`config.mk`:
```
export PLATFORM = sky130hd
export DESIGN_NAME = alu_req_arbiter
export DESIGN_NICKNAME = d
export VERILOG_FILES = /design/src/rtl/alu_ctrl_pkg.sv /design/src/rtl/rr_arbiter_2.sv /design/src/rtl/alu_req_arbiter.sv
export SDC_FILE = /design/constraint.sdc
export NUM_CORES = 1
export LEC_CHECK = 0
export ABC_AREA = 1
export BUFFER_PORTS_ARGS = -buffer_cell sky130_fd_sc_hd__buf_2
export CELL_PAD_IN_SITES_DETAIL_PLACEMENT = 0
export CELL_PAD_IN_SITES_GLOBAL_PLACEMENT = 1
export CORE_MARGIN = 2
export CORE_UTILIZATION = 34
export CTS_CLUSTER_SIZE = 25
export DETAILED_ROUTE_END_ITERATION = 8
export GPL_TIMING_DRIVEN = 0
export PLACE_DENSITY = 0.91
export SLEW_MARGIN = 25
export SYNTH_ARGS = -nofsm -noshare
export SYNTH_HDL_FRONTEND = slang
export SYNTH_SLANG_ARGS = --single-unit
```
`constraint.sdc`:
```
create_clock -name Clock -period 2.7 [get_ports Clock]
set_clock_uncertainty 0.2 [all_clocks]
set_input_delay 0.27 -clock Clock [delete_from_list [all_inputs] [get_ports Clock]]
set_output_delay 0.27 -clock Clock [all_outputs]
set_load 0.02 [all_outputs]
```
`src/rtl/alu_ctrl_pkg.sv`:
```
// Shared definitions for the ALU request arbiter: FSM states, ALU function
// codes and default operand/result widths.
package alu_ctrl_pkg;

    localparam int ALU_DATA_W = 4;
    localparam int ALU_FUNC_W = 3;
    localparam int ALU_RES_W  = 8;

    typedef enum logic [1:0] {
        ST_IDLE    = 2'd0,
        ST_ISSUE   = 2'd1,
        ST_CAPTURE = 2'd2,
        ST_RESPOND = 2'd3
    } state_t;

    localparam logic [2:0] FN_ADD_ALT = 3'b000;
    localparam logic [2:0] FN_ADD     = 3'b001;
    localparam logic [2:0] FN_NORNAND = 3'b010;
    localparam logic [2:0] FN_ANYONE  = 3'b011;
    localparam logic [2:0] FN_PATTERN = 3'b100;
    localparam logic [2:0] FN_CONCAT  = 3'b101;
    localparam logic [2:0] FN_XORXNOR = 3'b110;
    localparam logic [2:0] FN_HOLD    = 3'b111;

endpackage

```
`src/rtl/rr_arbiter_2.sv`:
```
// Two-way round-robin grant: a lone request always wins, a tie goes to the
// requester named by prio (0 = requester 0, 1 = requester 1).
module rr_arbiter_2 (
    input  logic       req0,
    input  logic       req1,
    input  logic       prio,
    output logic [1:0] grant
);

    assign grant[0] = req0 && (!req1 || !prio);
    assign grant[1] = req1 && (!req0 || prio);

endmodule

```
`src/rtl/alu_req_arbiter.sv`:
```
// Shares one registered ALU between two requesters: round-robin accept,
// one command in flight, response held until the owner consumes it.
module alu_req_arbiter
    import alu_ctrl_pkg::*;
#(
    parameter int DATA_W = ALU_DATA_W,
    parameter int FUNC_W = ALU_FUNC_W,
    parameter int RES_W  = ALU_RES_W
) (
    input  logic              Clock,
    input  logic              Reset,
    input  logic              req0_valid,
    input  logic [FUNC_W-1:0] req0_func,
    input  logic [DATA_W-1:0] req0_a,
    output logic              req0_ready,
    input  logic              req1_valid,
    input  logic [FUNC_W-1:0] req1_func,
    input  logic [DATA_W-1:0] req1_a,
    output logic              req1_ready,
    output logic [FUNC_W-1:0] alu_func,
    output logic [DATA_W-1:0] alu_a,
    input  logic [RES_W-1:0]  alu_result,
    output logic              rsp0_valid,
    input  logic              rsp0_ready,
    output logic              rsp1_valid,
    input  logic              rsp1_ready,
    output logic [RES_W-1:0]  rsp_data,
    output logic              rsp_err,
    output logic              busy,
    output logic [7:0]        op_count
);

    localparam logic [FUNC_W-1:0] FUNC_HOLD    = FUNC_W'(FN_HOLD);
    localparam logic [FUNC_W-1:0] FUNC_ILLEGAL = FUNC_W'(FN_ADD_ALT);

    state_t            state_q;
    logic              prio_q;
    logic              gnt_q;
    logic [FUNC_W-1:0] func_q;
    logic [DATA_W-1:0] a_q;
    logic              can_accept;
    logic [1:0]        grant;
    logic [FUNC_W-1:0] sel_func;
    logic [DATA_W-1:0] sel_a;
    logic              rsp_taken;
    logic              in_issue;

    // Accepting is gated by Reset so no command slips in during a reset cycle.
    assign can_accept = (state_q == ST_IDLE) && !Reset;

    rr_arbiter_2 u_rr (
        .req0  (req0_valid && can_accept),
        .req1  (req1_valid && can_accept),
        .prio  (prio_q),
        .grant (grant)
    );

    assign req0_ready = grant[0];
    assign req1_ready = grant[1];
    assign sel_func   = grant[1] ? req1_func : req0_func;
    assign sel_a      = grant[1] ? req1_a    : req0_a;
    assign rsp_taken  = (state_q == ST_RESPOND) && (gnt_q ? rsp1_ready : rsp0_ready);

    always_ff @(posedge Clock) begin
        if (Reset) begin
            state_q  <= ST_IDLE;
            prio_q   <= 1'b0;
            gnt_q    <= 1'b0;
            rsp_data <= '0;
            rsp_err  <= 1'b0;
            op_count <= '0;
        end else begin
            case (state_q)
                ST_IDLE: begin
                    if (|grant) begin
                        gnt_q <= grant[1];
                        if (sel_func == FUNC_ILLEGAL) begin
                            state_q  <= ST_RESPOND;
                            rsp_err  <= 1'b1;
                            rsp_data <= '0;
                        end else begin
                            state_q <= ST_ISSUE;
                        end
                    end
                end
                ST_ISSUE: state_q <= ST_CAPTURE;
                ST_CAPTURE: begin
                    rsp_data <= alu_result;
                    rsp_err  <= 1'b0;
                    state_q  <= ST_RESPOND;
                end
                ST_RESPOND: begin
                    if (rsp_taken) begin
                        state_q  <= ST_IDLE;
                        op_count <= op_count + 8'd1;
                        prio_q   <= !gnt_q;
                    end
                end
                default: state_q <= ST_IDLE;
            endcase
        end
    end

    // Command payload only matters while ISSUE drives it, so it carries no reset.
    always_ff @(posedge Clock) begin
        if (|grant) begin
            func_q <= sel_func;
            a_q    <= sel_a;
        end
    end

    assign in_issue   = (state_q == ST_ISSUE) && !Reset;
    assign alu_func   = in_issue ? func_q : FUNC_HOLD;
    assign alu_a      = in_issue ? a_q : '0;
    assign rsp0_valid = (state_q == ST_RESPOND) && !gnt_q && !Reset;
    assign rsp1_valid = (state_q == ST_RESPOND) && gnt_q && !Reset;
    assign busy       = (state_q != ST_IDLE);

endmodule

```
* After elaboration in Yosys (flattened, before gate mapping)
Index checks and enable logic that the tools add are counted.
** Cells by class
- Equality and inequality tests :: 6
- $mul :: 0
- Multiplexer cells :: 15
- Reduce and logical (&&, ||, !) cells :: 27
- Div/mod/pow operators :: 0
- Add/sub/neg operators :: 1
- Bitwise operators :: 0
- Shifts and indexed selects :: 0
- $lt $le $gt $ge :: 0
** Operators by type and width (number)
- two-way mux 8 bit :: 2
- case mux 8 bit (2 select lines) :: 1
- logical AND 1 bit :: 11
- adder 8 x 1 -> 8 bit, second input constant :: 1
- two-way mux 4 bit :: 2
- case mux 2 bit (4 select lines) :: 1
- two-way mux 2 bit :: 3
- two-way mux 3 bit :: 2
- AND reduction 2 bit :: 3
- zero test 1 bit :: 5
- equality test 2 bit, second input constant :: 2
- inequality test 2 x 1 -> 1 bit, second input constant :: 2
- nonzero test 2 bit :: 2
- zero test 3 bit :: 1
- two-way mux 1 bit :: 3
- AND reduction 3 bit :: 1
- equality test 2 x 1 -> 1 bit, second input constant :: 1
- zero test 2 bit :: 1
- logical OR 1 bit :: 2
- inequality test 2 bit, second input constant :: 1
- case mux 1 bit (2 select lines) :: 1
- OR reduction 2 bit :: 1
** Storage, ports and cells
- Output and inout bits :: 29
- Latch bits :: 0
- Bits in read-only memories :: 0
- Register bits :: 28
- RAM bits :: 0
- Bits of input ports :: 28
- Logic and storage cells :: 57
- Memories :: 0

* Longest topological paths before layout
Gate-level depths: netlist of run 1.
- Depth in word-level cells :: 11
- Mapped depth :: 14
- Gate-level depth less buffers :: 12

* By module
A second synthesis of run 1 with hierarchy kept.
** Unflattened totals
- Cell total of the unflattened synthesis :: 205
- Area, all modules :: 1500.2 um^2
** By module, submodules not included
- alu_req_arbiter :: cells each 200, area an instance 1480.2 um^2, seq. area each 630.6 um^2, times used 1
- rr_arbiter_2 :: cells each 5, area an instance 20.0 um^2, seq. area each 0.0 um^2, times used 1

* Least setup slack after synthesis of run 1
No wires, ideal clock.
- Path type :: flip-flop to flip-flop
- Start :: register state_q[0]
- End :: register rsp_data[5]
- Cell stages (with the launch flop) :: 13
- Path buffers :: 1
- Period minus slack after synthesis :: 2.025 ns
- Path slack :: 0.675 ns
- Setup time :: 0.112 ns
- Required time :: 2.388 ns
- Arrival :: 1.713 ns
- Cell sequence :: dfxtp_1 > inv_1 > ha_1 > inv_2 > nor2_8 > o21ai_0 > inv_1 > nand4_2 > nand2_4 > buf_12 > nand2_2 > nand2_1 > nor2_2
** On the way
- Word-level cells in the longest chain between the ends :: 10
- Elaborated cells between the ends (all ways) :: 19
- Those cells by class :: eq/ne: 3; mux: 2; reduce/logical: 14
** RTL lines
- start: declaration :: line alu_req_arbiter.sv:36 : state_t state_q;
- start signal: assignment :: line alu_req_arbiter.sv:66 : state_q <= ST_IDLE;
- start signal: assignment :: line alu_req_arbiter.sv:78 : state_q <= ST_RESPOND;
- start signal: assignment :: line alu_req_arbiter.sv:82 : state_q <= ST_ISSUE;
- zero test 2 bit :: line alu_req_arbiter.sv:49, alu_req_arbiter.sv:73
- logical AND 1 bit :: line alu_req_arbiter.sv:49 : assign can_accept = (state_q == ST_IDLE) && !Reset;
- logical AND 1 bit :: line alu_req_arbiter.sv:52 : .req0 (req0_valid && can_accept),
- zero test 1 bit :: line rr_arbiter_2.sv:11 : assign grant[1] = req1 && (!req0 || prio);
- logical OR 1 bit :: line rr_arbiter_2.sv:11
- logical AND 1 bit :: line rr_arbiter_2.sv:11
- two-way mux 3 bit :: line alu_req_arbiter.sv:60 : assign sel_func = grant[1] ? req1_func : req0_func;
- zero test 3 bit :: line alu_req_arbiter.sv:77 : if (sel_func == FUNC_ILLEGAL) begin
- inequality test 2 x 1 -> 1 bit (no source line)
- AND reduction 3 bit (no source line)
- end signal: assignment :: line alu_req_arbiter.sv:88 : rsp_data <= alu_result;
- end: declaration :: line alu_req_arbiter.sv:27 : output logic [RES_W-1:0] rsp_data,
Several ways; a longest one is shown, not always the timed one.
A chain may end at the register's enable or synchronous reset.

* Worst setup path after layout of run 1
- Start :: register state_q[0]
- End :: register rsp_data[6]
Same word-level chain as after synthesis.

==> results of run 1 <==
## state kept, by name, indices dropped and copies added (netlist names)
signal and flops:
a_q 4, func_q 3, gnt_q 1, op_count 8
prio_q 1, rsp_data 8, rsp_err 1, state_q 2
## kinds of logic (layout without fill, tap and decap cells)
| logic type | after synthesis | count (layout) | share of synthesized area (%) |
|---|---|---|---|
| flops | 28 | 28 | 41.7 |
| simple gates | 104 | 104 | 33.4 |
| fa+ha+maj | 6 | 6 | 4.97 |
| compound gates | 26 | 26 | 9.52 |
| buf+inv | 33 | 92 | 10.3 |
## final timing paths
check                endpoint       start  cells past startpoint  slack, ns
setup reg to reg  rsp_data[6]  state_q[0]                     12       0.45
hold / removal          gnt_q       Reset                      2       0.02
hold reg to reg        prio_q      prio_q                      2       0.27
setup / recovery  rsp_data[6]  state_q[0]                     12       0.45
## cells in the final DEF (no fill, tap or decap)
| cell type | Yosys | routed |
|---|---|---|
| a21oi_1 | 12 | 12 |
| a21oi_2 | 1 | 1 |
| a31oi_1 | 1 | 1 |
| buf_12 | 1 | 1 |
| buf_2 | 1 | 56 |
| buf_6 | 2 | 2 |
| bufinv_16 | 0 | 1 |
| clkbuf_1 | 1 | 1 |
| clkbuf_8 | 0 | 3 |
| clkinv_1 | 1 | 1 |
| dfxtp_1 | 21 | 21 |
| edfxtp_1 | 7 | 7 |
| ha_1 | 6 | 6 |
| inv_1 | 26 | 26 |
| inv_2 | 1 | 1 |
| nand2_1 | 53 | 53 |
| nand2_2 | 5 | 5 |
| nand2_4 | 1 | 1 |
| nand3_1 | 4 | 4 |
| nand3_4 | 1 | 1 |
| nand4_1 | 5 | 5 |
| nand4_2 | 1 | 1 |
| nor2_1 | 17 | 17 |
| nor2_2 | 10 | 10 |
| nor2_8 | 1 | 1 |
| nor3_1 | 2 | 2 |
| nor3b_1 | 1 | 1 |
| o21a_1 | 2 | 2 |
| o21ai_0 | 9 | 9 |
| o21ai_2 | 1 | 1 |
| or2_2 | 3 | 3 |
## layout make-up
cell class                      instances  share of cell area (%)
Buffer                                  5                    2.67
Clock buffer                            3                    2.15
Clock inverter                          1                    1.56
Inverter                               28                    5.47
Multi-Input combinational cell        136                    37.7
Sequential cell                        28                    32.8
Tap cell                               52                    3.38
Timing Repair Buffer                   55                    14.3
## stage by stage
step | instances | setup WS (ns) | hold WS [ns] | area, sq um | power, W
6_report | 308 | 0.450 | 0.0219 | 1920 | 0.00147
5_1_grt | 308 | 0.291 | 0.0188 | 1920 | 0.00159
3_3_place_gp | 304 | 0.477 | 0.253 | 1850 | 0.00115
4_1_cts | 308 | 0.421 | 0.00825 | 1920 | 0.00149
2_1_floorplan | 197 | 0.675 | 0.237 | 1510 | 0.00100
3_5_place_dp | 304 | 0.450 | 0.261 | 1850 | 0.00116
## layer usage
layer | wire, um | track usage, % | share of wire, % | vias up
li1 | - | - | - | 739
met1 | 1490 | 16.9 | 47 | 587
met2 | 1510 | 22.7 | 48 | 26
met3 | 133 | 2.99 | 4.2 | 2
met4 | 33 | 3.14 | 1.0 | 0
met5 | 0 | 0 | 0 | -
## cell usage after synthesis (2+ instances only)
master / count / area (sq um)
inv_1: 26 / 97.6
o21a_1: 2 / 15.0
nor2_1: 17 / 63.8
o21ai_0: 9 / 45.0
or2_2: 3 / 18.8
nand3_1: 4 / 20.0
nand4_1: 5 / 31.3
ha_1: 6 / 75.1
dfxtp_1: 21 / 420
edfxtp_1: 7 / 210
nor2_2: 10 / 62.6
nand2_1: 53 / 199
buf_6: 2 / 22.5
nand2_2: 5 / 31.3
nor3_1: 2 / 10.0
a21oi_1: 12 / 60.1
## report_power, final
group          leakage (nW)  switching [W]  internal [W]
clock                0.0357       0.000127      0.000198
combinational         0.695       0.000385      0.000212
sequential            0.236      0.0000428      0.000506
total                 0.967       0.000555      0.000916
==> results.cfg, run 1 <==
[yosys]
syn-instance-count = 197
ys_warn_count = 0
syn_area_per_cell_sq_um = 7.67
synthFlopType = dfxtp_1
syn-num-nets = 231
synth_seq_cells = 28
synth_area_sq_um = 1510
synth_cell_types = 29
async_reset_ff_share_pct = 0
synth-edff-count = 7
synth_seq_area_share_pct = 41.7

[placement]
gp_congestion = 0.720
portBuffers = 55
dpl.hpwl_mm = 2.44

[setup_path]
path_delay_family = buffers and inverters
cp_cell_sequence = inv_1, ha_1, inv_2, nor2_8, o21ai_0, inv_1, nand4_2, nand2_4, buf_12, nand2_2, nand2_1, nor2_2
cp.required_ns = 2.68
path_common_cell = inv_1
critPathLaunchType = flip-flop
path_max_fanout = 10
cp_slowest_cell = dfxtp_1
worst-setup-path-type = reg2reg
arrival_ns = 2.23
crit_buf_inv = 4
cp-end-kind = flip-flop
slowest_delay_ns = 0.36

[die]
num_rows = 24
ios = 57
die_w_um = 70.7
dieArea_sq_um = 4990
die_h_um = 70.7
core-area_sq_um = 4320
initial_utilization_pct = 35.0

[clock_network]
cts_tree = done
cts_setup_buffers = 0
worstSkewPairLatency_ns = 0.27
htree_levels = 1
cts_resized = 0
cts_sinks = 28
ctsHoldBuffers = 0
cts_buffers = 3
cts_root_buffer = clkbuf_8
clk_pin_slew_ns = 0.09
cts_buffer_depth = 2

[min_path]
hold_class = in2reg

[global_routing]
grt_pass1_wl_mm = 5.44
antenna_found_initial = 0
grt_max_degree = 17
grt_util_all_layers_pct = 13.2
grt_pass1_vias = 1268
grt_overflow = 0

[power]
p_per_area_nw_per_um2 = 765
leakage_nw = 0.967
max-vdd-ir-drop_v = 0.000328

[drt]
via_per_inst = 4.40
wirelength_mm = 3.17
detail-route-antenna-nets = 0
drt_iter0_markers = 53
wire_per_inst_um = 10.3
drcViolationCount = 0
firstDrtPassIters = 4
vias = 1354

[sta]
fin_crit_ns = 2.25
tns_ns = 0
timing.fmax_ghz = 0.444
setup_violations = 0
maxSlewHeadroom_pct = 70.8
worst_pin_slew_ns = 0.438
timing.final.crit_share_pct = 83.3
drv_slew = 0
rsz0062_at_grt = no
hold_viol = 0

[finish]
nets = 291
ff_latch_area_sq_um = 631
diodes = 0
multi_input_comb_area_sq_um = 724
area_delta_synth_final_pct = 27.2
drive_gt1_share_pct = 34.4
utilization_pct = 44.5
fill_cells = 467

[run_status]
status = completed

[job]
maxCapViolations = 0
Note: power is estimated with default switching activity, not from simulation.
==> inputs of run 2 (changes only) <==
clock period = 2.2 ns   (was 2.7 ns; I/O delays follow)
==> results.cfg, run 2 (same netlist as run 1, synthesis figures left out) <==
[run_status]
status = completed

[setup_path]
cp_cell_sequence = inv_1, ha_1, inv_2, nor2_8, nand3_4, buf_6, inv_1, buf_2
slowest_delay_ns = 0.35
cp.depth = 8
crit_buf_inv = 5
cp-end-kind = output pin
critPathLaunchType = flip-flop
arrival_ns = 1.68
path_max_fanout = 10
worstRegToRegCells = 14
path_common_cell = inv_1
path_delay_family = buffers and inverters
cp.required_ns = 1.78
worst-setup-path-type = reg2out
cp_slowest_cell = dfxtp_1

[finish]
most-common-layout-cells = 56 x buf_2, 53 x nand2_1, 25 x inv_1, 20 x dfxtp_1, 17 x nor2_1
largest_registers = op_count (8), rsp_data (8), a_q (4)
area_delta_synth_final_pct = 31.0
nets = 296
final_common_cell = buf_2
drive_gt1_share_pct = 35.6
diodes = 0

[die]
ios = 57
dieArea_sq_um = 4990
num_rows = 24
die_h_um = 70.7
initial_utilization_pct = 35.0
core-area_sq_um = 4320
die_w_um = 70.7

[drt]
wire_per_inst_um = 10.3
wirelength_mm = 3.22
firstDrtPassIters = 4
detail-route-antenna-nets = 0
drcViolationCount = 0
drt_iter0_markers = 55
vias = 1384
via_per_inst = 4.42

[sta]
worst_pin_slew_ns = 0.435
fin_crit_ns = 2.10
drv_slew = 0
setup_violations = 0
timing.final.crit_share_pct = 95.3
maxSlewHeadroom_pct = 71.0
rsz0062_at_grt = yes
timing.fmax_ghz = 0.477
hold_slack_ns = 0.0172
hold_viol = 0

[placement]
dpl.hpwl_mm = 2.44
gp_congestion = 0.720
portBuffers = 55

[power]
p_per_area_nw_per_um2 = 934
power.total_w = 0.00185
max-vdd-ir-drop_v = 0.000418
combPwrFrac_pct = 42.0
p_clk_share_pct = 21.5
swShare_pct = 37.2
p_int_w = 0.00116
leakage_nw = 0.992
p_switching_w = 0.000689
p_seq_share_pct = 36.5

[clock_network]
clk_pin_slew_ns = 0.09
worstSkewPairLatency_ns = 0.27
cts_sinks = 28
cts_root_buffer = clkbuf_8
cts_tree = done
cts_buffer_depth = 2
cts_buffers = 3
htree_levels = 1

[job]
maxCapViolations = 0

[global_routing]
grt_util_all_layers_pct = 13.3
grt_max_degree = 17
grt_overflow = 0
grt_pass1_vias = 1283
antenna_found_initial = 0
grt_pass1_wl_mm = 5.52

[min_path]
whs_path_depth = 3
hold_class = in2reg
[run 2: cell count changes in the layout (fill, tap and decap cells not counted), sizes merged]
cell | before | now
buf | 59 | 62
dlygate4sd3 | 0 | 2
[run 2: final timing paths]
| kind | from | end | slack, ns |
|---|---|---|---|
| min | req1_a[1] | a_q[1] | 0.02 |
| max reg2reg | state_q[1] | rsp_data[6] | 0.13 |
| min reg2reg | prio_q | prio_q | 0.27 |
| max | state_q[1] | req1_ready | 0.10 |
[run 2: per-layer routing]
metal	global-route usage, %	part of all wire, %
met2	22.6	48
met3	2.99	4.4
met4	3.14	1.0
met1	17.4	47
met5	0	0
[run 2: cell type report]
cell class	instances	area [sq um]
timing repair buffer	60	330
multi-input combinational	136	724
tap	52	65.1
clock inverter	1	30.0
buffer	5	51.3
clock buffer	3	41.3
sequential	28	632
fill	465	2340
inverter	28	105
[run 2: power groups by stage]
| stage | Sequential [W] | Clock [W] | Combinational (W) |
|---|---|---|---|
| floorplan | 0.000725 | 0 | 0.000504 |
| global placement | 0.000681 | 0 | 0.000728 |
| detailed placement | 0.000684 | 0 | 0.000742 |
| CTS | 0.000674 | 0.000412 | 0.000748 |
| global route | 0.000685 | 0.000436 | 0.000879 |
| finish | 0.000675 | 0.000398 | 0.000777 |
[run 2: repair_timing]
| action | 4_1_cts | 5_1_grt |
|---|---|---|
| resized for setup | 1 | 1 |
| endpoints found under the setup margin | 8 | 9 |
| pin swaps | 0 | 1 |
| setup buffers | 0 | 3 |
| hold buffers | 2 | 0 |
| endpoints found under the hold margin | 3 | 0 |
[run 2: worst reg2reg max path, stage by stage, from the launching register on]
cell	delay (ns)
dfxtp_1	0.39
inv_1	0.10
ha_1	0.21
inv_2	0.12
nor2_8	0.05
nand3_4	0.06
buf_6	0.14
nand2_2	0.05
nand2_2	0.07
nand4_2	0.14
nand2_4	0.15
buf_12	0.15
nand2_2	0.04
nand2_1	0.06
nor2_2	0.03
[run 2: metrics by stage]
stage	instances	TNS, ns	instance area [sq um]	util (%)	setup WS, ns
6_report	313	0	1980	45.8	0.103
5_1_grt	313	-0.0146	1980	45.8	-0.0124
4_1_cts	310	0	1940	44.9	0.0247
3_5_place_dp	304	-0.102	1850	42.8	-0.0497
3_3_place_gp	304	-0.0441	1850	42.8	-0.0233
2_1_floorplan	197	0	1510	-	0.175
==> inputs of run 3 (changes only) <==
ABC_AREA = 0   (was 1)
CORE_UTILIZATION = 35   (was 34)
PLACE_DENSITY = 0.9   (was 0.91)
==> results.cfg, run 3 <==
[die]
die_h_um = 69.1
dieArea_sq_um = 4780
initial_utilization_pct = 36.8
die_w_um = 69.1
num_rows = 23
core-area_sq_um = 4030
ios = 57

[finish]
diodes = 0
utilization_pct = 46.8
fill_cells = 404
drive_gt1_share_pct = 36.2
area_delta_synth_final_pct = 27.0
nets = 248
most-common-layout-cells = 57 x buf_2, 21 x dfxtp_1, 15 x a21oi_1, 12 x nor2_1, 10 x nand4_1
final_common_cell = buf_2
final_area_sq_um = 1880
largest_registers = op_count (8), rsp_data (8), a_q (4)

[yosys]
netlist.area_leader.share_pct = 28.3
yosys-top-cells-count = 21 x dfxtp_1, 15 x a21oi_1, 12 x nor2_1
syn-instance-count = 153
synth_area_leaders = dfxtp_1 28%, edfxtp_1 14%, mux2_2 5.3%
synth-edff-count = 7
async_reset_ff_share_pct = 0
synth_seq_area_share_pct = 42.5
synth_seq_cells = 28
synthFlopType = dfxtp_1
yosysTopAreaCell = dfxtp_1
ys_warn_count = 0
synth_cell_types = 39
yosysMostFrequentCell = dfxtp_1
syn-num-nets = 187
synth_area_sq_um = 1480
syn_area_per_cell_sq_um = 9.70

[setup_path]
cp_slowest_cell = dfxtp_1
critPathLaunchType = flip-flop
crit_start = state_q[0]
r2r_start = state_q[0]
worst-setup-path-type = reg2reg
crit_buf_inv = 1
path_delay_family = simple AND/OR/NAND/NOR gates
cp_cell_sequence = inv_1, ha_1, and3b_1, nand3_1, o211ai_1, a41o_1
slowest_delay_ns = 0.41
arrival_ns = 2.05
path_max_fanout = 10
cp-end-kind = flip-flop
cp.required_ns = 2.17

[global_routing]
grt_util_all_layers_pct = 14.7
grt_use_met1_pct = 18.3
grt.busiest_layer = met2
grt_util_met2_pct = 26.2
grt_max_degree = 16
use_met3_pct = 2.78
grt_pass1_wl_mm = 5.93
grt_pass1_vias = 1340
grt_overflow = 0
antenna_found_initial = 0

[drt]
via_per_inst = 5.21
wirelength_mm = 3.53
drt_iter0_markers = 87
wire_per_inst_um = 13.4
detail-route-antenna-nets = 0
vias = 1370
drcViolationCount = 0
firstDrtPassIters = 4

[min_path]
hold_start = alu_result[7]
hold_class = in2reg

[clock_network]
cts_buffer_depth = 2
worstSkewPairLatency_ns = 0.27
cts_buffers = 3
cts_sinks = 28
htree_levels = 1
cts_root_buffer = clkbuf_8
clk_pin_slew_ns = 0.09
cts_setup_buffers = 0
cts_tree = done
ctsHoldBuffers = 0

[power]
leakage_nw = 0.827
p_per_area_nw_per_um2 = 853
power.total_w = 0.00161
max-vdd-ir-drop_v = 0.000291

[sta]
hold_slack_ns = 0.0228
rsz0062_at_grt = yes
setup_violations = 0
timing.final.crit_share_pct = 94.8
worst_pin_slew_ns = 0.560
maxSlewHeadroom_pct = 62.7
hold_viol = 0
drv_slew = 0
fin_crit_ns = 2.09
timing.fmax_ghz = 0.479

[placement]
dpl.hpwl_mm = 2.66
portBuffers = 56
gp_congestion = 0.766
dpl_cell_area_sq_um = 1830

[run_status]
status = completed

[job]
maxCapViolations = 0
==> run 3: cell type report <==
type | count | area (sq um) | area share [%]
buffer | 7 | 46.3 | 2.46
clock buffer | 4 | 45.0 | 2.39
inverter | 6 | 22.5 | 1.20
multi-input combinational | 112 | 797 | 42.3
sequential | 28 | 631 | 33.5
tap | 50 | 62.6 | 3.32
timing repair buffer | 56 | 280 | 14.9
==> run 3: routing by layer <==
metal / wire [um] / up-vias / part of all wire, %
met1: 1540 / 629 / 44
li1: - / 691 / -
met3: 201 / 6 / 5.7
met2: 1750 / 44 / 50
met4: 38 / 0 / 1.1
met5: 0 / - / 0
==> run 3: path summary, 6_finish.rpt <==
path / to / slack [ns] / cells after the start
setup / recovery: state_q[1] / 0.11 / 6
hold / removal: rsp_data[7] / 0.02 / 3
setup reg to reg: state_q[1] / 0.11 / 6
hold reg to reg: rsp_data[5] / 0.27 / 2
==> run 3: timing repair <==
item                                    4_1_cts  5_1_grt
pin swaps                                     0        1
resized for setup                             1        2
endpoints found under the setup margin        1        9
==> run 3: report_power, final <==
| part | internal, W | switching [W] |
|---|---|---|
| combinational | 0.000231 | 0.000424 |
| clock | 0.000130 | 0.000152 |
| sequential | 0.000615 | 0.0000563 |
==> run 3: worst min-delay path, delay by kind of cell <==
kind,cells,cell delay (ns)
buf+inv,1,0.10
compound gates,2,0.13
==> run 3: per-stage QoR <==
step,cells,TNS (ns),setup WS (ns)
2_1_floorplan,153,0,0.226
3_3_place_gp,259,0,0.0842
3_5_place_dp,259,0,0.0750
4_1_cts,263,0,0.0600
5_1_grt,263,-0.0353,-0.0232
6_report,263,0,0.114
==> run 3: cells by family after synthesis <==
kind of cell	after synthesis	share of synthesized area [%]
buffers and inverters	13	4.64
adders and majority gates	6	5.06
muxes	9	6.83
xor gates and xnor gates	4	2.36
and+or+nand+nor	58	21.2
AOI/OAI and AO/OA	35	17.4
DFF	28	42.5
